`config.mk`:
```
export PLATFORM = sky130hd
export DESIGN_NAME = secuenciador_calculadora
export DESIGN_NICKNAME = d
export VERILOG_FILES = /design/src/rtl/calc_pkg.sv /design/src/rtl/contador_timeout.sv /design/src/rtl/secuenciador_calculadora.sv
export SDC_FILE = /design/constraint.sdc
export NUM_CORES = 1
export LEC_CHECK = 0
export CAP_MARGIN = 20
export CORE_ASPECT_RATIO = 1.75
export CORE_UTILIZATION = 40
export DETAILED_ROUTE_END_ITERATION = 10
export MAX_ROUTING_LAYER = met4
export PLACE_DENSITY_LB_ADDON = 0.15
export SLEW_MARGIN = 10
export SYNTH_ARGS = -nofsm -noshare
export SYNTH_HDL_FRONTEND = slang
export SYNTH_HIERARCHICAL = 1
export SYNTH_SLANG_ARGS = --single-unit
```
`constraint.sdc`:
```
create_clock -name clk -period 2 [get_ports clk]
set_input_delay 0.2 -clock clk [delete_from_list [all_inputs] [get_ports clk]]
set_output_delay 0.2 -clock clk [all_outputs]
set_load 0.01 [all_outputs]
```
`src/rtl/calc_pkg.sv`:
```
// Shared types and constants for the keypad calculator.
package calc_pkg;

  localparam int unsigned W_OP_DEF    = 8;
  localparam int unsigned W_RES_DEF   = 16;
  localparam int unsigned TIMEOUT_DEF = 1024;

  typedef enum logic [2:0] {
    CAPT  = 3'd0,
    OPSEL = 3'd1,
    EXEC  = 3'd2,
    SHOW  = 3'd3,
    ERR   = 3'd4
  } estado_t;

  typedef enum logic [1:0] {
    OP_ADD = 2'b00,
    OP_SUB = 2'b01,
    OP_MUL = 2'b10
  } op_t;

  localparam logic [3:0] K_ADD = 4'hA;
  localparam logic [3:0] K_SUB = 4'hB;
  localparam logic [3:0] K_MUL = 4'hC;
  localparam logic [3:0] K_CLR = 4'hF;

  // Map an operator key to its arithmetic opcode (non-operator keys fall back to add).
  function automatic op_t key_to_op(input logic [3:0] k);
    case (k)
      K_SUB:   return OP_SUB;
      K_MUL:   return OP_MUL;
      default: return OP_ADD;
    endcase
  endfunction

endpackage

```
`src/rtl/contador_timeout.sv`:
```
// Cycle counter for the EXEC wait; expire_c flags the last allowed cycle.
module contador_timeout #(
  parameter int unsigned TIMEOUT = 1024
) (
  input  logic clk,
  input  logic rst_n,
  input  logic load,
  input  logic en,
  output logic expire_c
);

  localparam int unsigned CW = (TIMEOUT > 1) ? $clog2(TIMEOUT) : 1;

  logic [CW-1:0] cnt_q;

  // Restart from zero on load, otherwise count while enabled and stop at the limit.
  always_ff @(posedge clk or negedge rst_n) begin
    if (!rst_n) begin
      cnt_q <= '0;
    end else if (load) begin
      cnt_q <= '0;
    end else if (en && !expire_c) begin
      cnt_q <= cnt_q + CW'(1);
    end
  end

  assign expire_c = en && (cnt_q == CW'(TIMEOUT - 1));

endmodule

```
`src/rtl/secuenciador_calculadora.sv`:
```
// Top-level sequencer: operand capture, operator decode, launch, wait and result hold.
module secuenciador_calculadora
  import calc_pkg::*;
#(
  parameter int unsigned W_OP    = W_OP_DEF,
  parameter int unsigned W_RES   = W_RES_DEF,
  parameter int unsigned TIMEOUT = TIMEOUT_DEF
) (
  input  logic             clk,
  input  logic             rst_n,
  input  logic [3:0]       tecla,
  input  logic             tecla_valida,
  output logic             cap_tecla_valida,
  output logic             cap_clr,
  input  logic             ready_operands,
  input  logic [W_OP-1:0]  A_bin,
  input  logic [W_OP-1:0]  B_bin,
  output logic             op_start,
  output logic [1:0]       op_code,
  output logic [W_OP-1:0]  op_a,
  output logic [W_OP-1:0]  op_b,
  input  logic             op_done,
  input  logic [W_RES-1:0] op_result,
  output logic [W_RES-1:0] result,
  output logic             result_valid,
  output logic             error,
  output logic [2:0]       estado
);

  estado_t          state_q, state_d;
  op_t              op_code_q, op_code_d;
  logic [W_OP-1:0]  op_a_q, op_a_d, op_b_q, op_b_d;
  logic [W_RES-1:0] result_q, result_d;
  logic             cap_clr_q, cap_clr_d;
  logic             op_start_q, op_start_d;
  logic             result_valid_q, result_valid_d;
  logic             error_q, error_d;
  logic             started_q;
  logic             cnt_load, cnt_en, expire_c;

  contador_timeout #(.TIMEOUT(TIMEOUT)) u_timeout (
    .clk      (clk),
    .rst_n    (rst_n),
    .load     (cnt_load),
    .en       (cnt_en),
    .expire_c (expire_c)
  );

  // State and registered outputs; started_q marks the first cycle after reset release.
  always_ff @(posedge clk or negedge rst_n) begin
    if (!rst_n) begin
      state_q        <= CAPT;
      op_code_q      <= OP_ADD;
      op_a_q         <= '0;
      op_b_q         <= '0;
      result_q       <= '0;
      cap_clr_q      <= 1'b0;
      op_start_q     <= 1'b0;
      result_valid_q <= 1'b0;
      error_q        <= 1'b0;
      started_q      <= 1'b0;
    end else begin
      state_q        <= state_d;
      op_code_q      <= op_code_d;
      op_a_q         <= op_a_d;
      op_b_q         <= op_b_d;
      result_q       <= result_d;
      cap_clr_q      <= cap_clr_d;
      op_start_q     <= op_start_d;
      result_valid_q <= result_valid_d;
      error_q        <= error_d;
      started_q      <= 1'b1;
    end
  end

  // Next-state and next-output decode.
  always_comb begin
    state_d        = state_q;
    op_code_d      = op_code_q;
    op_a_d         = op_a_q;
    op_b_d         = op_b_q;
    result_d       = result_q;
    cap_clr_d      = !started_q;
    op_start_d     = 1'b0;
    result_valid_d = 1'b0;
    error_d        = 1'b0;
    cnt_load       = 1'b0;
    cnt_en         = 1'b0;

    case (state_q)
      CAPT: begin
        // Ignore a stale ready while the capture block is still being cleared.
        if (started_q && !cap_clr_q && ready_operands) state_d = OPSEL;
      end
      OPSEL: begin
        if (tecla_valida) begin
          case (tecla)
            K_ADD, K_SUB, K_MUL: begin
              op_code_d  = key_to_op(tecla);
              op_a_d     = A_bin;
              op_b_d     = B_bin;
              op_start_d = 1'b1;
              cnt_load   = 1'b1;
              state_d    = EXEC;
            end
            K_CLR: begin
              cap_clr_d = 1'b1;
              state_d   = CAPT;
            end
            default: begin
              error_d = 1'b1;
              state_d = ERR;
            end
          endcase
        end
      end
      EXEC: begin
        cnt_en = 1'b1;
        // A completion on the timeout cycle still counts as success.
        if (op_done) begin
          result_d       = op_result;
          result_valid_d = 1'b1;
          state_d        = SHOW;
        end else if (expire_c) begin
          error_d = 1'b1;
          state_d = ERR;
        end
      end
      SHOW: begin
        result_valid_d = 1'b1;
        if (tecla_valida) begin
          cap_clr_d      = 1'b1;
          result_valid_d = 1'b0;
          state_d        = CAPT;
        end
      end
      ERR: begin
        error_d = 1'b1;
        if (tecla_valida) begin
          cap_clr_d = 1'b1;
          error_d   = 1'b0;
          state_d   = CAPT;
        end
      end
      default: state_d = CAPT;
    endcase
  end

  // Key strobes reach the capture block only in CAPT and never alongside a clear.
  assign cap_tecla_valida = tecla_valida && (state_q == CAPT) && started_q && !cap_clr_q;

  assign cap_clr      = cap_clr_q;
  assign op_start     = op_start_q;
  assign op_code      = op_code_q;
  assign op_a         = op_a_q;
  assign op_b         = op_b_q;
  assign result       = result_q;
  assign result_valid = result_valid_q;
  assign error        = error_q;
  assign estado       = state_q;

endmodule

```
==> insert_results.sql <==
INSERT INTO impl_metrics (metric_group, metric, value, unit) VALUES
('yosys', 'avgSynthCellArea', '12.8', 'µm²'),
('pwr', 'cell_internal_pwr', '2930', 'µW'),
('sta', 'finalCritPeriodShare', '0.907', ''),
('global_route', 'number_of_antenna_violations_at_the_first_check_in_global_routing', '0', ''),
('route', 'drt_wl_total', '5.73', 'mm'),
('cells_and_area', 'ant_diodes', '0', ''),
('floorplan', 'die_area', '6570', 'µm²'),
('critical_path', 'cells_along_the_critical_path', 'buf_4 > nand2b_1 > nor2_4 > o21ai_4 > inv_1 > buf_4 > nor2_1 > mux2_1', ''),
('place', 'detailedPlacementHpwl', '4.43', 'mm'),
('pwr', 'power_per_cell_area', '1200', 'nW/µm²'),
('cts', 'clock-sinks', '52', ''),
('cts', 'cts.hold.buffers_added', '0', ''),
('cts', 'postCtsSetupRepairBufs', '0', ''),
('yosys', 'postSynth.asyncResetShare', '1.00', ''),
('status', 'violations_in_the_final_reports', 'negative hold slack', ''),
('flow_run', 'max_cap_viol_count', '0', ''),
('pwr', 'leakagePower', '0.00159', 'µW'),
('critical_path', 'crit_path_max_fanout', '9', ''),
('pwr', 'swShare', '0.320', ''),
('route', 'dr_total_vias', '1885', ''),
('critical_path', 'worst_setup_path_start_kind', 'flop', ''),
('sta', 'fin_ws', '0.186', 'ns'),
('global_route', 'grt_pass1_vias', '1977', ''),
('place', 'placement.setup.worst_slack', '0.0443', 'ns'),
('cts', 'clk_latency', '0.31', 'ns'),
('pwr', 'power.combinational.fraction', '0.451', ''),
('global_route', 'wire_length_of_the_first_global_routing_pass', '8.97', 'mm'),
('floorplan', 'floorplan.die.height', '107', 'µm'),
('place', 'gp_congestion', '0.864', ''),
('place', 'dpl_cell_area', '3480', 'µm²'),
('pwr', 'pwr-share-seq', '0.405', ''),
('yosys', 'synth.lib_cells_used.distinct', '48', ''),
('sta', 'fin_tns_setup', '0', 'ns'),
('floorplan', 'pin_count', '83', ''),
('status', 'result_of_the_run', 'finished with violations', ''),
('critical_path', 'setup.worst_path.end_class', 'flop', ''),
('yosys', 'synth-seq-cells', '52', ''),
('place', 'port_buffers', '82', ''),
('yosys', 'synth-main-ff-cell', 'sky130_fd_sc_hd__dfrtp_1', ''),
('yosys', 'netlist_area_before_placement', '2500', 'µm²'),
('route', 'viasPerCell', '5.08', ''),
('floorplan', 'core_region_area', '5930', 'µm²'),
('cells_and_area', 'finalNetCount', '334', ''),
('critical_path', 'crit_path_frequent_cell', 'sky130_fd_sc_hd__buf_4', ''),
('critical_path', 'worstReg2RegStart', 'estado[2]$_DFFE_PN0P_', ''),
('cts', 'cts-buffers-inserted', '5', ''),
('cells_and_area', 'final_design_area_no_fill', '3590', 'µm²'),
('route', 'detail_route.first_pass.iterations', '4', ''),
('worst_hold_path', 'hold_path_class', 'in -> async', ''),
('yosys', 'synth_seq_area_share', '0.521', ''),
('cells_and_area', 'synthToLayoutAreaGrowth', '44.0', '%'),
('global_route', 'groute.usage.overall', '0.188', ''),
('cells_and_area', 'layout_common_cells', '80 x sky130_fd_sc_hd__clkdlybuf4s50_1, 52 x sky130_fd_sc_hd__dfrtp_1, 18 x sky130_fd_sc_hd__mux2_4', ''),
('critical_path', 'setup.worst_path.start', 'estado[2]$_DFFE_PN0P_', ''),
('sta', 'final-hold-violation-count', '2', ''),
('route', 'drtAntennaViolNets', '0', ''),
('sta', 'finalCriticalPeriod', '1.81', 'ns'),
('sta', 'whs', '-0.00202', 'ns'),
('floorplan', 'dieWidth', '61.7', 'µm'),
('critical_path', 'criticalPathCategory', 'reg -> reg', ''),
('sta', 'max_freq', '551', 'MHz'),
('cts', 'clock_tree.htree_level_count', '2', ''),
('sta', 'skew', '0.0121', 'ns'),
('global_route', 'grt_start_max_net_pins', '53', ''),
('floorplan', 'initial_core_util', '0.421', ''),
('yosys', 'syn-num-nets', '237', ''),
('pwr', 'power_switching', '1380', 'µW'),
('cts', 'max-clock-path-buffers', '2', ''),
('sta', 'worst_pin_slew', '0.652', 'ns'),
('yosys', 'count_of_flip_flops_with_a_built_in_enable_after_synthesis', '0', ''),
('critical_path', 'critPathRequiredTime', '2.20', 'ns');
## worst paths after layout
kind,endpoint,slack [ns],depth (start not counted)
setup / recovery,u_timeout/cnt_q[7]$_DFFE_PN0P_,0.19,8
hold / removal,result[15]$_DFFE_PN0P_,-0.002,2
setup reg to reg,u_timeout/cnt_q[7]$_DFFE_PN0P_,0.19,8
hold reg to reg,cap_clr$_DFF_PN0_,0.44,1
max in group asynchronous,op_a[7]$_DFFE_PN0P_,1.56,2
min in group clk,cap_clr$_DFF_PN0_,0.44,1
## flip-flops by register name, summed over array words and instances, names as in the netlist
name / count
result: 16
op_start: 1
started_q: 1
op_b: 8
estado: 3
u_timeout/cnt_q: 10
result_valid: 1
error: 1
op_a: 8
cap_clr: 1
op_code: 2
## critical path: cells and delay by family, from the launching register on
| family | cells | cell delay [ns] |
|---|---|---|
| DFF | 1 | 0.40 |
| muxes | 1 | 0.28 |
| and+or+nand+nor | 3 | 0.43 |
| AOI/OAI and AO/OA | 1 | 0.08 |
| buffers and inverters | 3 | 0.51 |
## metal layers
| layer | up-vias | global-route usage | share of wire | wire (µm) |
|---|---|---|---|---|
| li1 | 892 | - | - | - |
| met1 | 926 | 0.186 | 0.36 | 2060 |
| met2 | 59 | 0.347 | 0.58 | 3300 |
| met3 | 8 | 0.0389 | 0.051 | 290 |
| met4 | 0 | 0.0571 | 0.013 | 76 |
| met5 | - | - | 0 | 0 |
## per-stage QoR
stage                     power (µW)  cells
after floorplan                 2660    195
after global placement          3670    363
after detailed placement        3720    363
after CTS                       4360    371
after global routing            4600    371
final                           4310    371
## timing repair
item / CTS / global route
endpoints found under the setup margin: 1 / 1
pin swaps: 0 / 0
resized for setup: 1 / 2
## power by group through the flow
stage / combinational (µW) / clock, µW / sequential, µW
after global routing: 2100 / 696 / 1800
after detailed placement: 1950 / 0 / 1770
after floorplan: 769 / 0 / 1890
final: 1940 / 622 / 1740
after CTS: 1960 / 652 / 1740
after global placement: 1920 / 0 / 1740
## cells in the mapped netlist (2+ instances only)
master | count | share of area
sky130_fd_sc_hd__dfrtp_1 | 52 | 0.52
sky130_fd_sc_hd__mux2_4 | 18 | 0.11
sky130_fd_sc_hd__mux2_2 | 17 | 0.077
sky130_fd_sc_hd__nand2_1 | 11 | 0.017
sky130_fd_sc_hd__nor2_1 | 9 | 0.014
sky130_fd_sc_hd__nor2b_1 | 7 | 0.018
sky130_fd_sc_hd__a211oi_1 | 6 | 0.018
sky130_fd_sc_hd__a21oi_1 | 6 | 0.012
sky130_fd_sc_hd__nand3_1 | 6 | 0.012
sky130_fd_sc_hd__o21ai_0 | 6 | 0.012
sky130_fd_sc_hd__inv_1 | 5 | 0.0075
sky130_fd_sc_hd__nand4_1 | 4 | 0.010
sky130_fd_sc_hd__nor3b_1 | 3 | 0.0090
sky130_fd_sc_hd__a211o_1 | 2 | 0.0070
sky130_fd_sc_hd__a22oi_1 | 2 | 0.0060
sky130_fd_sc_hd__and2_1 | 2 | 0.0050
sky130_fd_sc_hd__and3_1 | 2 | 0.0050
sky130_fd_sc_hd__and3b_1 | 2 | 0.0070
sky130_fd_sc_hd__buf_4 | 2 | 0.0060
sky130_fd_sc_hd__nand2b_1 | 2 | 0.0050
sky130_fd_sc_hd__nor3_1 | 2 | 0.0040
sky130_fd_sc_hd__or2_2 | 2 | 0.0050
sky130_fd_sc_hd__xor2_1 | 2 | 0.0070
## logic make-up (layout without fill, tap and decap cells)
family	Yosys count	in the layout	share of synthesized area
adder cells (fa/ha/maj)	1	1	0.00501
XOR/XNOR	2	2	0.00702
other	1	1	0.00150
flip-flops	52	52	0.521
multiplexers	36	36	0.189
buffers and inverters	11	109	0.0311
AND/OR/NAND/NOR	63	63	0.155
AO/OA/AOI/OAI	29	29	0.0897
## layout make-up
class,instances,area [µm²]
clock buffer,5,68.8
clock inverter,3,27.5
fill,547,2330
inverter,5,18.8
multi-input combinational,132,1130
sequential,52,1300
tap,78,97.6
timing repair buffer,96,948
Note: power is estimated with default switching activity, not from simulation.
